===== src/rtl/crc32_stream.sv =====
// Streaming CRC-32 (poly 0x04C11DB7, MSB-first) over 4- or 8-bit beats.
// CHECK mode passes frames through and judges the FCS; GENERATE mode appends it.
module crc32_stream #(
    parameter int          DATA_W  = 4,
    parameter bit          MODE    = 1'b0,
    parameter logic [31:0] INIT    = 32'hFFFF_FFFF,
    parameter logic [31:0] RESIDUE = 32'hC704_DD7B
) (
    input  logic              clk,
    input  logic              rst_n,
    input  logic [DATA_W-1:0] axiid,
    input  logic              axiiv,
    input  logic              axiil,
    output logic              axiir,
    output logic [DATA_W-1:0] axiod,
    output logic              axiov,
    output logic              axiol,
    input  logic              axior,
    input  logic              stat_clr,
    output logic [31:0]       crc_o,
    output logic              crc_done,
    output logic              crc_ok,
    output logic [15:0]       frame_cnt,
    output logic [15:0]       err_cnt,
    output logic [1:0]        dbg_state_o
);

    if (DATA_W != 4 && DATA_W != 8) begin : g_bad_width
        $error("crc32_stream: DATA_W must be 4 or 8");
    end

    localparam logic [31:0] POLY     = 32'h04C1_1DB7;
    localparam logic [2:0]  LAST_CNT = 3'(32 / DATA_W - 1);

    // Handshake: a beat moves on a port only in a cycle where its valid and ready are both high.
    typedef enum logic [1:0] {S_IDLE = 2'd0, S_DATA = 2'd1, S_FCS = 2'd2} state_t;

    state_t      state_q, state_d;
    logic [31:0] lfsr_q, lfsr_d, lfsr_next;
    logic [31:0] crc_q, crc_d;
    logic [31:0] fcs_q, fcs_d, fcs_sh;
    logic [2:0]  cnt_q, cnt_d;
    logic        done_q, done_d;
    logic        ok_q, ok_d;
    logic [15:0] frame_q, frame_d;
    logic [15:0] err_q, err_d;
    logic        in_fire, out_fire;

    assign in_fire  = axiiv && axiir;
    assign out_fire = axiov && axior;

    always_comb begin
        lfsr_next = lfsr_q;
        for (int i = DATA_W - 1; i >= 0; i--) begin
            lfsr_next = {lfsr_next[30:0], 1'b0} ^ ((lfsr_next[31] ^ axiid[i]) ? POLY : 32'h0);
        end
    end

    always_ff @(posedge clk or negedge rst_n) begin
        if (!rst_n) begin
            state_q <= S_IDLE;
        end else begin
            state_q <= state_d;
        end
    end

    always_comb begin
        state_d = state_q;
        case (state_q)
            S_IDLE, S_DATA: begin
                if (in_fire) begin
                    if (axiil) state_d = MODE ? S_FCS : S_IDLE;
                    else       state_d = S_DATA;
                end
            end
            S_FCS: begin
                if (out_fire && cnt_q == LAST_CNT) state_d = S_IDLE;
            end
            default: state_d = S_IDLE;
        endcase
    end

    always_comb begin
        fcs_sh = fcs_q << (32'(cnt_q) * DATA_W);
        axiod  = axiid;
        axiov  = axiiv;
        axiir  = axior;
        axiol  = MODE ? 1'b0 : axiil;
        if (state_q == S_FCS) begin
            axiod = fcs_sh[31 -: DATA_W];
            axiov = 1'b1;
            axiir = 1'b0;
            axiol = (cnt_q == LAST_CNT);
        end
    end

    always_comb begin
        lfsr_d = lfsr_q;
        crc_d  = crc_q;
        fcs_d  = fcs_q;
        cnt_d  = cnt_q;
        done_d = 1'b0;
        ok_d   = ok_q;
        if (state_q != S_FCS && in_fire) begin
            lfsr_d = lfsr_next;
            crc_d  = ~lfsr_next;
            if (axiil) begin
                if (MODE) begin
                    fcs_d = ~lfsr_next;
                    cnt_d = 3'd0;
                end else begin
                    done_d = 1'b1;
                    ok_d   = (lfsr_next == RESIDUE);
                    lfsr_d = INIT;
                end
            end
        end
        if (state_q == S_FCS && out_fire) begin
            cnt_d = cnt_q + 3'd1;
            if (cnt_q == LAST_CNT) begin
                done_d = 1'b1;
                ok_d   = 1'b1;
                lfsr_d = INIT;
                cnt_d  = 3'd0;
            end
        end
    end

    // Clear beats a same-cycle increment so software sees a clean zero.
    always_comb begin
        frame_d = frame_q;
        err_d   = err_q;
        if (stat_clr) begin
            frame_d = 16'h0;
            err_d   = 16'h0;
        end else if (done_q) begin
            if (frame_q != 16'hFFFF) frame_d = frame_q + 16'h1;
            if (!MODE && !ok_q && err_q != 16'hFFFF) err_d = err_q + 16'h1;
        end
    end

    always_ff @(posedge clk or negedge rst_n) begin
        if (!rst_n) begin
            lfsr_q  <= INIT;
            crc_q   <= 32'h0;
            fcs_q   <= 32'h0;
            cnt_q   <= 3'd0;
            done_q  <= 1'b0;
            ok_q    <= 1'b0;
            frame_q <= 16'h0;
            err_q   <= 16'h0;
        end else begin
            lfsr_q  <= lfsr_d;
            crc_q   <= crc_d;
            fcs_q   <= fcs_d;
            cnt_q   <= cnt_d;
            done_q  <= done_d;
            ok_q    <= ok_d;
            frame_q <= frame_d;
            err_q   <= err_d;
        end
    end

    assign crc_o       = crc_q;
    assign crc_done    = done_q;
    assign crc_ok      = ok_q;
    assign frame_cnt   = frame_q;
    assign err_cnt     = err_q;
    assign dbg_state_o = state_q;

endmodule


===== config.mk =====
export PLATFORM = sky130hd
export DESIGN_NAME = crc32_stream
export DESIGN_NICKNAME = d
export VERILOG_FILES = /design/src/rtl/crc32_stream.sv
export SDC_FILE = /design/constraint.sdc
export NUM_CORES = 1
export LEC_CHECK = 0
export ABC_AREA = 1
export ABC_CLOCK_PERIOD_IN_PS = 2200
export CORE_MARGIN = 1.5
export CORE_UTILIZATION = 25
export CTS_CLUSTER_DIAMETER = 80
export DETAILED_ROUTE_END_ITERATION = 6
export PLACE_DENSITY = 0.42
export SETUP_SLACK_MARGIN = 0.05
export SYNTH_ARGS = -nofsm -noshare
export SYNTH_HDL_FRONTEND = slang
export SYNTH_SLANG_ARGS = --single-unit
export TNS_END_PERCENT = 5

===== constraint.sdc =====
create_clock -name clk -period 2.2 [get_ports clk]
set_clock_uncertainty 0.05 [all_clocks]
set_input_delay 0.33 -clock clk [delete_from_list [all_inputs] [get_ports clk]]
set_output_delay 0.33 -clock clk [all_outputs]
set_load 0.05 [all_outputs]

## Yosys cells after proc, flatten, opt, wreduce, memory -nomap -nowiden

Cells that the tools add are included.

- Flip-flop bits (word level): 103
- Logic and storage cells: 76

- Add/sub/neg operators: 3
- Equality and inequality tests: 9
- Shift-type cells: 1
- Muxes and demuxes: 31
- Bitwise logic cells: 9
- Reductions and logical operators: 15

Operator list:

| operator | number |
|---|---|
| 2-to-1 mux 32 bit | 4 |
| bitwise XOR 32 x 27 -> 32 bit | 4 |
| 2-to-1 mux 27 bit | 4 |
| 2-to-1 mux 16 bit | 6 |
| adder 16 x 1 -> 16 bit, second input constant | 2 |
| == test 32 bit, second input constant | 1 |
| inequality test 16 bit, second input constant | 2 |
| inverter 32 bit | 1 |
| << shifter 1 x 5 -> 32 bit, first input constant | 1 |
| 2-to-1 mux 1 bit | 12 |
| logical AND 1 bit | 6 |
| inequality test 2 bit, second input constant | 3 |
| AND reduction 2 bit | 3 |
| nonzero test 2 bit | 3 |
| 2-to-1 mux 2 bit | 2 |
| 2-to-1 mux 4 bit | 1 |
| one-hot mux 2 bit (2 select lines) | 1 |
| bitwise XOR 1 bit | 4 |
| adder 3 x 1 -> 3 bit, second input constant | 1 |
| == test 3 bit, second input constant | 1 |
| 2-to-1 mux 3 bit | 1 |
| == test 2 x 1 -> 1 bit, second input constant | 1 |
| == test 2 bit, second input constant | 1 |
| logical NOT 2 bit | 1 |
| other kinds (2) | 2 |

## Logic depth before layout (Yosys ltp)

- Depth in word-level cells: 17
- Gate-level depth with buffers: 14
- Gate-level depth less buffers: 13

## Worst setup path after synthesis

OpenSTA, ideal clock, no wires.

- Path type: reg-to-reg
- From: register err_q[1], in the netlist err_cnt[1]
- To: register err_q[7], in the netlist err_cnt[7]
- Library setup time: 0.127 ns
- Arrival time: 1.993 ns
- Path slack: 0.030 ns
- Stages on the path, launching flop included: 9
- Clock period less this slack: 2.170 ns
- Cells stage by stage: dfrtp_1 ha_1 nand2_2 nor2_4 nand2_2 o31ai_4 inv_1 o2111ai_1 o21ai_1

- Longest elaborated chain between the ends: 4

RTL lines:

| item | RTL line | text |
|---|---|---|
| from (decl) | 46 | `logic [15:0] err_q, err_d;` |
| from (signal assigned) | 160 | `err_q <= err_d;` |
| adder 16 x 1 -> 16 bit / inequality test 16 bit (equally long branches) | 138 | `if (!MODE && !ok_q && err_q != 16'hFFFF) err_d = err_q + 16'h1;` |
| 2-to-1 mux 16 bit / logical AND 1 bit (equally long branches) | 138 |  |
| 2-to-1 mux 16 bit / nonzero test 2 bit (equally long branches) | n/a |  |
| 2-to-1 mux 16 bit / AND reduction 2 bit (equally long branches) | n/a |  |

Several ways; a longest one is shown, not always the timed one. The select of a mux whose other input is x is not followed.
A chain may end at the register's enable or synchronous reset.

## Worst setup path in the final report

- From: register err_q[12], in the netlist err_cnt[12]
- To: output err_cnt[12]

RTL lines:

| item | RTL line | text |
|---|---|---|
| to (decl) | 24 | `output logic [15:0] err_cnt,` |

No word-level cell between the ends.

==> results.yml <==
logic_synthesis:
  synth_area_leaders: "dfrtp_1 31%, nand2_1 17%, dfstp_2 16%"
  seq_area_frac_synth_pct: 47.30
  synth_top_area_share_pct: 31.50
  synth_area_um2: 5323
  synthCells: 704
  synth.avg_cell_area_um2: 7.561
  syn_nets: 716
  synth_seq_cells: 99
  yosysWarningCount: 0
  ys_types: 34
  yosysTopAreaCell: "dfrtp_1"
clocking:
  clock-root-buffer: "clkbuf_16"
  numCtsBuffers: 9
  clock_latency_ns: 0.35
  clkTransAtPathRegs_ns: 0.07
  post_cts_buffers: 0
  cts.sinks: 99
  h-tree-depth: 3
  cts_buffer_depth: 2
  cts_tree: "built"
routing:
  vias: 5077
  drc: 0
  drt_iter0_drc: 193
  via_per_inst: 4.485
  drtAntennaViolNets: 0
  wl_per_cell_um: 14.39
  drt_first_pass_iters: 4
  totalWireLength_um: 16290
worst_setup_path:
  cp_slowest_cell: "clkdlybuf4s50_1"
  critical_path.top_delay_family: "buffers and inverters"
  crit_buf_inv: 1
  cp-end-kind: "output pin"
  crit_chain: "clkdlybuf4s50_1"
  critPathKind: "reg -> out"
  critPathArrivalTime_ns: 1.68
  cp.required_ns: 1.82
  slowest_delay_ns: 0.86
  start_kind: "flop"
  path_max_fanout: 6
global_route:
  grt_pass1_wl_um: 26430
  grt_pass1_vias: 5144
  grt_max_degree: 66
  grt_use_total_pct: 15.30
  grt_antenna_before_repair: 0
  overflow: 0
power:
  internal_power_uw: 3942
  vdd_drop_max_mv: 0.4845
  pwr-share-seq_pct: 37.2
  power.share.clock_pct: 26.9
  switching_share_pct: 36.90
  comb_power_share_pct: 35.9
  p_leak_uw: 0.003463
  power_density_nw_per_um2: 850.0
  p_sw_uw: 2306
cells_and_area:
  antenna_cells: 0
  final_util_pct: 35.08
  area.sequential_um2: 2521
  syn_to_final_growth_pct: 38.11
  final_net_count: 864
  multi_input_area_um2: 2396
  final_common_cell: "nand2_1"
  nFillCells: 2254
  mostFrequentLayoutCells: "234 x nand2_1, 80 x buf_4, 75 x clkdlybuf4s50_1"
  drive_gt1_share_pct: 18.32
die:
  die-area_um2: 22170
  ios: 85
  die_x_um: 148.9
  num_rows: 53
  core_area_um2: 20960
  initial_utilization_pct: 25.40
  die_y_um: 148.9
place:
  globalplace.congestion: 0.9007
  dp.final_hpwl_um: 12230
  place_ws_ns: -0.08597
  numPortBuffers: 83
sta:
  finalSetupTns_ns: 0
  hold_viol: 0
  setup_slack_ns: 0.1382
  hold_ws_ns: 0.3247
  relSlewSlack_pct: 66.12
  fmax_ghz: 0.4850
  slew_violations: 0
  setup_viol: 0
  rsz0062_at_grt: "no"
  finalCritPeriodShare_pct: 93.72
  post-route-min-period_ns: 2.062
  worst_pin_slew_ns: 0.5066
min_path:
  hold_class: "in -> async"
run:
  drv_cap: 0
outcome:
  status: "complete, no violations"
final cells by class:
class / instances / area share (%)
Timing Repair Buffer: 163 / 20.43
Inverter: 72 / 3.728
Clock inverter: 5 / 0.8340
Multi-Input combinational cell: 507 / 32.60
Clock buffer: 11 / 3.438
Tap cell: 275 / 4.681
Sequential cell: 99 / 34.30
cells in the mapped netlist (all sizes together):
cell type  instances
a21oi             23
a22oi              4
a31oi              8
buf               13
clkbuf            13
clkinv             3
conb               1
dfrtp             67
dfstp             32
ha                 2
inv               69
nand2            245
nand3             53
nand3b             3
nand4             12
nor2              65
nor3              12
o2111ai            1
o21a               4
o21ai             40
o21bai             1
o22ai              4
o31ai             12
or2                3
xnor2              1
xor2              13
worst paths after layout:
path	cells past startpoint	slack (ns)	endpoint	startpoint
max in group asynchronous	3	1.10	lfsr_q[7]	rst_n
worst min-delay path	2	0.32	frame_cnt[15]	rst_n
worst min register to register	2	0.43	lfsr_q[2]	lfsr_q[2]
worst max register to register	12	0.23	crc_ok	lfsr_q[30]
worst max-delay path	1	0.14	err_cnt[12]	err_cnt[12]
min in group clk	2	0.43	lfsr_q[2]	lfsr_q[2]
flip-flops by register name (all words and copies together), names as in the netlist:
| signal | flops |
|---|---|
| crc_ok | 1 |
| dbg_state_o | 1 |
| lfsr_q | 32 |
| crc_o | 32 |
| crc_done | 1 |
| frame_cnt | 16 |
| err_cnt | 16 |
metrics by stage:
step / area (µm²) / power [µW] / std cells
6_report: 7351 / 6248 / 1132
5_1_grt: 7351 / 6619 / 1132
4_1_cts: 7341 / 6345 / 1132
3_5_place_dp: 7017 / 4615 / 1115
3_3_place_gp: 7017 / 4612 / 1115
2_1_floorplan: 5325 / 3590 / 704
power groups by stage:
stage / logic (µW) / clock network, µW / registers [µW]
after global placement: 2250 / 0 / 2360
after detailed placement: 2250 / 0 / 2360
after floorplan: 745 / 0 / 2840
after CTS: 2270 / 1740 / 2330
final: 2240 / 1680 / 2330
after global routing: 2430 / 1820 / 2370
cells by family after synthesis:
group,count (synthesis),share of synthesized area (%)
simple gates,393,31.24
flops,99,47.30
buf+inv,98,7.828
compound gates,97,10.79
xor+xnor,14,2.304
fa+ha+maj,2,0.4701
other cells,1,0.07045
layer usage:
metal | track usage [%] | vias up | wire [µm]
met5 | 0 | - | 0
met1 | 19.49 | 2392 | 7466
met3 | 2.691 | 27 | 590
li1 | - | 2549 | -
met4 | 5.693 | 0 | 425
met2 | 25.83 | 109 | 7810
repair_timing:
item,4_1_cts,5_1_grt
hold buffers,1,0
setup endpoints to repair,0,9
hold endpoints to repair,12,0
resized for setup,0,3
Power figures use the tool's default switching activity.
